--- src/rtl/button_pkg.sv ---
// Shared definitions for the push-button front end: per-channel FSM encoding
// and default timing constants for a 100 MHz system clock.
package button_pkg;

  typedef enum logic [1:0] {
    ST_IDLE = 2'd0,
    ST_HELD = 2'd1,
    ST_LONG = 2'd2
  } btn_state_t;

  // 10 ms debounce window and 1 s long-press threshold at 100 MHz.
  localparam int BTN_DEBOUNCE_100MHZ = 1_000_000;
  localparam int BTN_LONG_100MHZ     = 100_000_000;

endpackage

--- src/rtl/button_channel.sv ---
// One push-button channel: 2-flop synchroniser, polarity fix-up, debounce,
// press/release/long-press pulse generation and a press-toggled latch.
module button_channel
  import button_pkg::*;
#(
  parameter bit ACTIVE_LOW      = 1'b0,
  parameter int DEBOUNCE_CYCLES = BTN_DEBOUNCE_100MHZ,
  parameter int LONG_CYCLES     = BTN_LONG_100MHZ
) (
  input  logic clk,
  input  logic rst,
  input  logic but,
  output logic level,
  output logic press,
  output logic released,
  output logic long_press,
  output logic toggle
);

  localparam int DW = $clog2(DEBOUNCE_CYCLES + 1);
  localparam int HW = $clog2(LONG_CYCLES + 1);
  localparam logic [DW-1:0] D_LAST = DW'(DEBOUNCE_CYCLES - 1);
  localparam logic [HW-1:0] H_LAST = HW'(LONG_CYCLES - 1);

  logic          sync1;
  logic          sync2;
  logic          s;
  logic          accept;
  logic [DW-1:0] dcnt;
  logic [HW-1:0] hcnt;
  btn_state_t    state;

  assign s      = sync2 ^ ACTIVE_LOW;
  // A change is accepted on the last cycle of an unbroken disagreeing run.
  assign accept = (s != level) && (dcnt == D_LAST);

  always_ff @(posedge clk) begin
    if (rst) begin
      // NOTE: synchroniser flops reset to the idle pin level, so a button held
      // through reset shows up as a fresh edge once rst falls.
      sync1      <= ACTIVE_LOW;
      sync2      <= ACTIVE_LOW;
      level      <= 1'b0;
      press      <= 1'b0;
      released   <= 1'b0;
      long_press <= 1'b0;
      toggle     <= 1'b0;
      dcnt       <= '0;
      hcnt       <= '0;
      state      <= ST_IDLE;
    end else begin
      // NOTE: every register here uses <= so all updates see pre-edge values.
      sync1      <= but;
      sync2      <= sync1;
      press      <= accept && s;
      released   <= accept && !s;
      long_press <= 1'b0;

      if (s == level) begin
        dcnt <= '0;
      end else if (accept) begin
        level <= s;
        dcnt  <= '0;
      end else begin
        dcnt <= dcnt + 1'b1;
      end

      if (accept && s) toggle <= ~toggle;

      // Release wins over a long-press landing on the same cycle.
      case (state)
        ST_IDLE: begin
          hcnt <= '0;
          if (accept && s) state <= ST_HELD;
        end
        ST_HELD: begin
          if (accept) begin
            state <= ST_IDLE;
            hcnt  <= '0;
          end else if (hcnt == H_LAST) begin
            long_press <= 1'b1;
            state      <= ST_LONG;
          end else begin
            hcnt <= hcnt + 1'b1;
          end
        end
        ST_LONG: begin
          if (accept) begin
            state <= ST_IDLE;
            hcnt  <= '0;
          end
        end
        default: begin
          state <= ST_IDLE;
          hcnt  <= '0;
        end
      endcase
    end
  end

endmodule

--- src/rtl/button_bank.sv ---
// N-channel push-button front end; each pin gets an independent button_channel.
// The release pulse is named `released` because `release` is a reserved word.
module button_bank
  import button_pkg::*;
#(
  parameter int N               = 2,
  parameter bit ACTIVE_LOW      = 1'b0,
  parameter int DEBOUNCE_CYCLES = BTN_DEBOUNCE_100MHZ,
  parameter int LONG_CYCLES     = BTN_LONG_100MHZ
) (
  input  logic         clk,
  input  logic         rst,
  input  logic [N-1:0] but,
  output logic [N-1:0] level,
  output logic [N-1:0] press,
  output logic [N-1:0] released,
  output logic [N-1:0] long_press,
  output logic [N-1:0] toggle
);

  for (genvar i = 0; i < N; i++) begin : g_ch
    button_channel #(
      .ACTIVE_LOW      (ACTIVE_LOW),
      .DEBOUNCE_CYCLES (DEBOUNCE_CYCLES),
      .LONG_CYCLES     (LONG_CYCLES)
    ) u_ch (
      .clk        (clk),
      .rst        (rst),
      .but        (but[i]),
      .level      (level[i]),
      .press      (press[i]),
      .released   (released[i]),
      .long_press (long_press[i]),
      .toggle     (toggle[i])
    );
  end

endmodule

--- config.mk ---
export PLATFORM = sky130hd
export DESIGN_NAME = button_bank
export DESIGN_NICKNAME = d
export VERILOG_FILES = /design/src/rtl/button_pkg.sv /design/src/rtl/button_channel.sv /design/src/rtl/button_bank.sv
export SDC_FILE = /design/constraint.sdc
export NUM_CORES = 1
export LEC_CHECK = 0
export CAP_MARGIN = 20
export CORE_MARGIN = 3
export CORE_UTILIZATION = 43
export CTS_BUF_LIST = sky130_fd_sc_hd__clkbuf_4 sky130_fd_sc_hd__clkbuf_8 sky130_fd_sc_hd__clkbuf_16
export DETAILED_ROUTE_END_ITERATION = 12
export PLACE_DENSITY_LB_ADDON = 0.15
export SYNTH_ARGS = -nofsm -noshare
export SYNTH_HDL_FRONTEND = slang
export SYNTH_HIERARCHICAL = 1
export SYNTH_SLANG_ARGS = --single-unit
--- constraint.sdc ---
create_clock -name clk -period 2.05 [get_ports clk]
set_input_delay 0.41 -clock clk [delete_from_list [all_inputs] [get_ports clk]]
set_output_delay 0.41 -clock clk [all_outputs]
set_load 0.02 [all_outputs]
---- Word-level counts from Yosys, hierarchy flattened ----
Cells that the tools add are included.
word-level totals
  register bits after elaboration ......... 112
  latch bits .............................. 0
  memory bits (writable) .................. 0
  ROM bits ................................ 0
  input port bits ......................... 4
  output and inout port bits .............. 10
  logic and storage cells ................. 90
  memories kept ........................... 0
operators by class
  add/subtract/negate cells ............... 4
  multipliers ............................. 0
  divide/modulo/power cells ............... 0
  order comparisons ....................... 0
  equal/unequal tests ..................... 20
  shifts and indexed selects .............. 0
  multiplexer cells ....................... 20
  bitwise gates (word level) .............. 6
  reductions and logical operators ........ 20
operator list
  kind                                           number
  two-way mux 27 bit                             6
  case mux 27 bit (2 select lines)               2
  adder 27 x 1 -> 27 bit, second input constant  2
  == test 27 bit, second input constant          2
  adder 20 x 1 -> 20 bit, second input constant  2
  == test 20 bit, second input constant          2
  two-way mux 2 bit                              8
  case mux 2 bit (3 select lines)                2
  OR reduction 3 bit                             4
  != test 2 x 1 -> 1 bit, second input constant  4
  AND reduction 2 bit                            4
  logical AND 1 bit                              6
  != test 3 x 1 -> 1 bit, second input constant  2
  != test 3 x 2 -> 1 bit, second input constant  2
  inverter 1 bit                                 6
  AND reduction 3 bit                            2
  == test 2 x 1 -> 1 bit, second input constant  2
  == test 2 bit, second input constant           2
  logical NOT 2 bit                              2
  == test 1 bit                                  2
  logical NOT 1 bit                              2
  two-way mux 1 bit                              2
  != test 1 bit                                  2

---- Depth between registers and ports, before layout ----
  word-level depth ........................ 5
  depth in mapped cells ................... 9
  gate-level depth less buffers ........... 7

---- Cells and area by module ----
The synthesis kept the hierarchy.
by module, submodules not included
  module                          times used  cells an instance  area each (µm²)  seq. area each (µm²)
  button_channel at g_ch[0].u_ch  1           336                2,836.5          1,121.1
  button_channel at g_ch[1].u_ch  1           315                2,687.6          1,121.1

---- Worst setup path before layout ----
Ideal clock, no wire load.
  path kind ............................... register to register
  from .................................... reg g_ch[1].u_ch.hcnt[0]
  to ...................................... reg g_ch[1].u_ch.hcnt[1]
  setup time .............................. 0.128 ns
  arrival ................................. 1.981 ns
  required time ........................... 1.922 ns
  setup slack ............................. -0.058 ns
  stages on the path, launching flop included .. 10
  path buffers ............................ 2
  period minus slack after synthesis ...... 2.108 ns
  cell sequence ........................... dfxtp_1 > ha_1 > and3_1 > buf_1 > nand2_1 > or3_1 > clkbuf_1 > mux2_2 > a22oi_1 > nor2_1
between the ends
  longest elaborated chain between the ends .. 4
  elaborated cells on any way between the ends .. 7
  those cells by class .................... 1 x add/sub; 2 x eq/ne; 3 x mux; 1 x reduce/logical
RTL lines
  element                           line                  source
  from (decl)                       button_channel.sv:30  logic [HW-1:0] hcnt;
  from (signal assigned)            button_channel.sv:84  hcnt <= hcnt + 1'b1;
  adder 27 x 1 -> 27 bit            button_channel.sv:84
  two-way mux 27 bit                button_channel.sv:80  end else if (hcnt == H_LAST) begin
  two-way mux 27 bit                button_channel.sv:77  if (accept) begin
  case mux 27 bit (2 select lines)  button_channel.sv:71  case (state)
Parallel ways exist; a longest one is shown, timed or not. The select of a mux whose other input is x is not followed.
A chain may end at the register's enable or synchronous reset.

---- Worst setup path after layout ----
  from .................................... reg g_ch[1].u_ch.dcnt[11]
  to ...................................... reg g_ch[1].u_ch.hcnt[8]
between the ends
  longest elaborated chain between the ends .. 4
  elaborated cells on any way between the ends .. 7
  those cells by class .................... 3 x eq/ne; 2 x mux; 2 x reduce/logical
RTL lines
  element                                                                            line                  source
  from (decl)                                                                        button_channel.sv:29  logic [DW-1:0] dcnt;
  from (signal assigned)                                                             button_channel.sv:65  dcnt <= dcnt + 1'b1;
  == test 20 bit (*)                                                                 button_channel.sv:35  assign accept = (s != level) && (dcnt == D_LAST);
  logical AND 1 bit (*)                                                              button_channel.sv:35
  != test 3 x 2 -> 1 bit (no line), or another cell as far along                     n/a
  AND reduction 2 bit (no line) or case mux 27 bit (2 select lines) (tied branches)  n/a
Every way passes the cells marked *; elsewhere a longest branch is shown, timed or not.

==> results.yml <==
logic_synthesis:
  synthArstFlopShare_pct: 0
  syn_area_um2: 5520
  syn_area_per_cell_um2: 8.49
  yosys.cell_types.count: 66
  yosys.area.top_type: "dfxtp_1"
  yosysSeqAreaShare_pct: 40.6
  synth_common_cells: "112 x dfxtp_1, 87 x nor2_1, 53 x nand2_1"
  synth_area_leaders: "dfxtp_1 41%, nor2_1 5.9%, xor2_1 5.1%, a21oi_1 3.9%, nand2_1 3.6%"
  synth-seq-cells: 112
  netlist_instances: 651
  synth-edff-count: 0
  syn_nets: 659
  yosysMostFrequentCell: "dfxtp_1"
  yosys_warnings: 6
  netlist.area_leader.share_pct: 40.6
  synth_top_flop_cell: "dfxtp_1"
setup_path:
  timing.setup.critical_path_class: "reg2reg"
  crit_chain: "or4b_4, nor4_4, buf_4, nand4_1, buf_6, a21oi_1, xnor2_1, nor2_1"
  end_kind: "flop"
  critical_path_arrival_ns: 2.34
  critical_path.top_delay_family: "simple AND/OR/NAND/NOR gates"
  r2r-end: "g_ch[1].u_ch/hcnt[8]$_SDFFE_PP0P_"
  slowest_delay_ns: 0.54
  worst_path_max_delay_cell: "or4b_4"
  rrSetupSlack_ns: -0.05
  cp_max_fo: 5
  critPathBufInv: 2
  reg2reg_depth: 8
  r2r-start: "g_ch[1].u_ch/dcnt[11]$_SDFF_PP0_"
  critPathLaunchType: "flop"
  cp.required_ns: 2.30
  cp_num_cells: 8
cts:
  postCtsHoldBufs: 0
  clock_tree.htree_level_count: 3
  clk_latency_ns: 0.35
  cts_tree: "yes"
  clockBufferDepth: 2
  clk_pin_slew_ns: 0.07
  clock-sinks: 112
  clockRootBuffer: "clkbuf_16"
  cts_buffers: 9
grt:
  grt_pass1_wl_um: 22400
  antenna_found_initial: 0
  grt_start_max_net_pins: 21
  grt_pass1_vias: 4867
  grt_usage_pct: 18.8
  overflow: 0
sta:
  max_freq_ghz: 0.477
  fin_ws_ns: -0.0472
  fin_tns_setup_ns: -0.320
  relSlewSlack_pct: 71.3
  max_slew.worst_pin.slew_ns: 0.426
  hold_viol: 0
  final-setup-viol-count: 9
  fin_crit_ns: 2.10
  fin_crit_sh_pct: 102
  skew_ns: 0.00611
  drv_slew: 0
  rsz0062_at_grt: "yes"
power_and_ir_drop:
  ir_drop_mv: 0.454
  power_leakage_uw: 0.00233
  p_per_area_nw_per_um2: 614
job:
  max-cap-violations: 0
routing:
  remaining_drc_errors: 0
  dr.pass1.iters: 4
  final_antenna_net_count: 0
  routedWlPerCell_um: 14.7
  vias: 4934
  drt_iter0_markers: 271
  vias_per_cell: 5.51
  wirelength_um: 13100
die:
  rows: 40
  dieArea_um2: 14200
  initial_utilization_pct: 45.1
  die_y_um: 119
  core_um2: 12300
  die_w_um: 119
  num_io_pins: 14
hold_path:
  hold_class: "reg2reg"
  hold_end: "g_ch[0].u_ch/s$_SDFF_PP0_"
  min_path_cells: 1
  hp-start: "g_ch[0].u_ch/sync1$_SDFF_PP0_"
layout:
  fillers: 1120
  antenna_cells: 0
  multi_input_area_um2: 3170
  drive_gt1_share_pct: 17.6
  seqCellArea_um2: 2240
  area_growth_pct: 22.0
  nets: 730
  final_cells: 895
place:
  gp_congestion: 0.860
  hpwlAfterDp_um: 9280
  numPortBuffers: 13
  placedCellCount: 871
status:
  violations: "negative setup slack"
  status: "finished with violations"
## cell usage in the layout, fill, tap and decap left out, types with 3 or more instances in the layout
cell | synthesis | layout
o21ai_2 | 2 | 3
nor3_1 | 19 | 18
buf_6 | 3 | 4
xor2_1 | 32 | 32
or2b_1 | 4 | 4
nor4_1 | 3 | 3
nand2b_1 | 14 | 14
nand4b_1 | 4 | 4
nor2b_1 | 10 | 10
buf_12 | 0 | 3
a211oi_1 | 5 | 4
nand4_1 | 30 | 30
and4_1 | 11 | 11
or3_1 | 13 | 12
nor3b_1 | 3 | 3
a22oi_1 | 8 | 8
nor4b_1 | 6 | 4
ha_1 | 4 | 4
and2_1 | 5 | 5
nand2_1 | 53 | 51
mux2i_1 | 13 | 13
inv_1 | 8 | 8
clkdlybuf4s50_1 | 0 | 13
nor2_1 | 87 | 86
a31oi_1 | 7 | 7
buf_4 | 2 | 70
xnor2_1 | 21 | 21
a21oi_1 | 43 | 41
nand3_1 | 34 | 34
dfxtp_1 | 112 | 110
and3_1 | 13 | 13
a41oi_1 | 5 | 4
nor4bb_1 | 3 | 3
o21ai_0 | 18 | 15
clkbuf_16 | 0 | 9
## timing repair
action | 4_1_cts | 5_1_grt
setup endpoints to repair | 32 | 57
gates resized for setup | 7 | 18
hold endpoints to repair | 0 | 0
pin swaps | 9 | 6
setup buffers | 3 | 4
cloned | 0 | 1
## per-stage QoR
step                hold slack (ns)  instance area, um^2  util [%]  setup slack [ns]  total power [uW]
floorplan                     0.413                 5530         -           0.00119              2260
global placement              0.423                 6260      51.1           -0.0512              2290
detailed placement            0.430                 6260      51.1            -0.120              2300
CTS                           0.450                 6630      54.1           -0.0422              4190
global route                  0.465                 6740      55.0            -0.151              4290
finish                        0.446                 6740      55.0           -0.0472              4140
## sequential cells by signal, indices dropped and copies added, names as in the netlist
register,flops
g_ch.u_ch/released,2
g_ch.u_ch/s,2
g_ch.u_ch/hcnt,54
g_ch.u_ch/dcnt,40
g_ch.u_ch/press,2
g_ch.u_ch/level,2
g_ch.u_ch/state,4
g_ch.u_ch/long_press,2
g_ch.u_ch/sync1,2
g_ch.u_ch/toggle,2
## power by group
group          leakage, uW  switching, uW  internal (uW)
clock network     0.000155            778           1120
logic              0.00127           34.2           29.0
registers         0.000904           3.22           2180
## cell families (layout without fill, tap and decap cells)
group,count (synthesis),in the layout,synth area share [%]
muxes,14,14,2.56
xor gates and xnor gates,53,53,8.40
buffers and inverters,38,114,3.35
and+or+nand+nor,330,330,32.7
AOI/OAI and AO/OA,100,100,11.5
DFF,112,112,40.6
adders and majority gates,4,4,0.906
## per-layer routing
layer	up-vias	GRT usage, %	part of all wire [%]
li1	2473	-	-
met1	2361	23.1	46
met2	79	32.3	49
met3	21	4.61	3.3
met4	0	6.16	1.8
met5	-	0	0
## final cells by class
| cell class | instances | area share [%] |
|---|---|---|
| Clock buffer | 11 | 3.66 |
| Clock inverter | 5 | 1.19 |
| Inverter | 8 | 0.446 |
| Multi-Input combinational cell | 501 | 47.0 |
| Sequential cell | 112 | 33.3 |
| Tap cell | 168 | 3.12 |
| Timing Repair Buffer | 90 | 11.3 |
## worst max-delay path by stage
| stage | start | end |
|---|---|---|
| after floorplan | g_ch[1].u_ch/dcnt[10]$_SDFF_PP0_ | g_ch[1].u_ch/hcnt[5]$_SDFFE_PP0P_ |
| after global placement | g_ch[1].u_ch/dcnt[10]$_SDFF_PP0_ | g_ch[1].u_ch/hcnt[22]$_SDFFE_PP0P_ |
| after detailed placement | g_ch[1].u_ch/dcnt[10]$_SDFF_PP0_ | g_ch[1].u_ch/hcnt[16]$_SDFFE_PP0P_ |
| after CTS | g_ch[1].u_ch/dcnt[12]$_SDFF_PP0_ | g_ch[1].u_ch/hcnt[22]$_SDFFE_PP0P_ |
| after global routing | g_ch[1].u_ch/dcnt[11]$_SDFF_PP0_ | g_ch[1].u_ch/hcnt[11]$_SDFFE_PP0P_ |
| final | g_ch[1].u_ch/dcnt[11]$_SDFF_PP0_ | g_ch[1].u_ch/hcnt[8]$_SDFFE_PP0P_ |
## worst reg2reg max path, cell delays in order (launching register included)
cell     delay (ns)
dfxtp_2        0.32
or4b_4         0.54
nor4_4         0.29
buf_4          0.17
nand4_1        0.10
buf_6          0.17
a21oi_1        0.20
xnor2_1        0.14
nor2_1         0.05
Note: power is estimated with default switching activity, not from simulation.
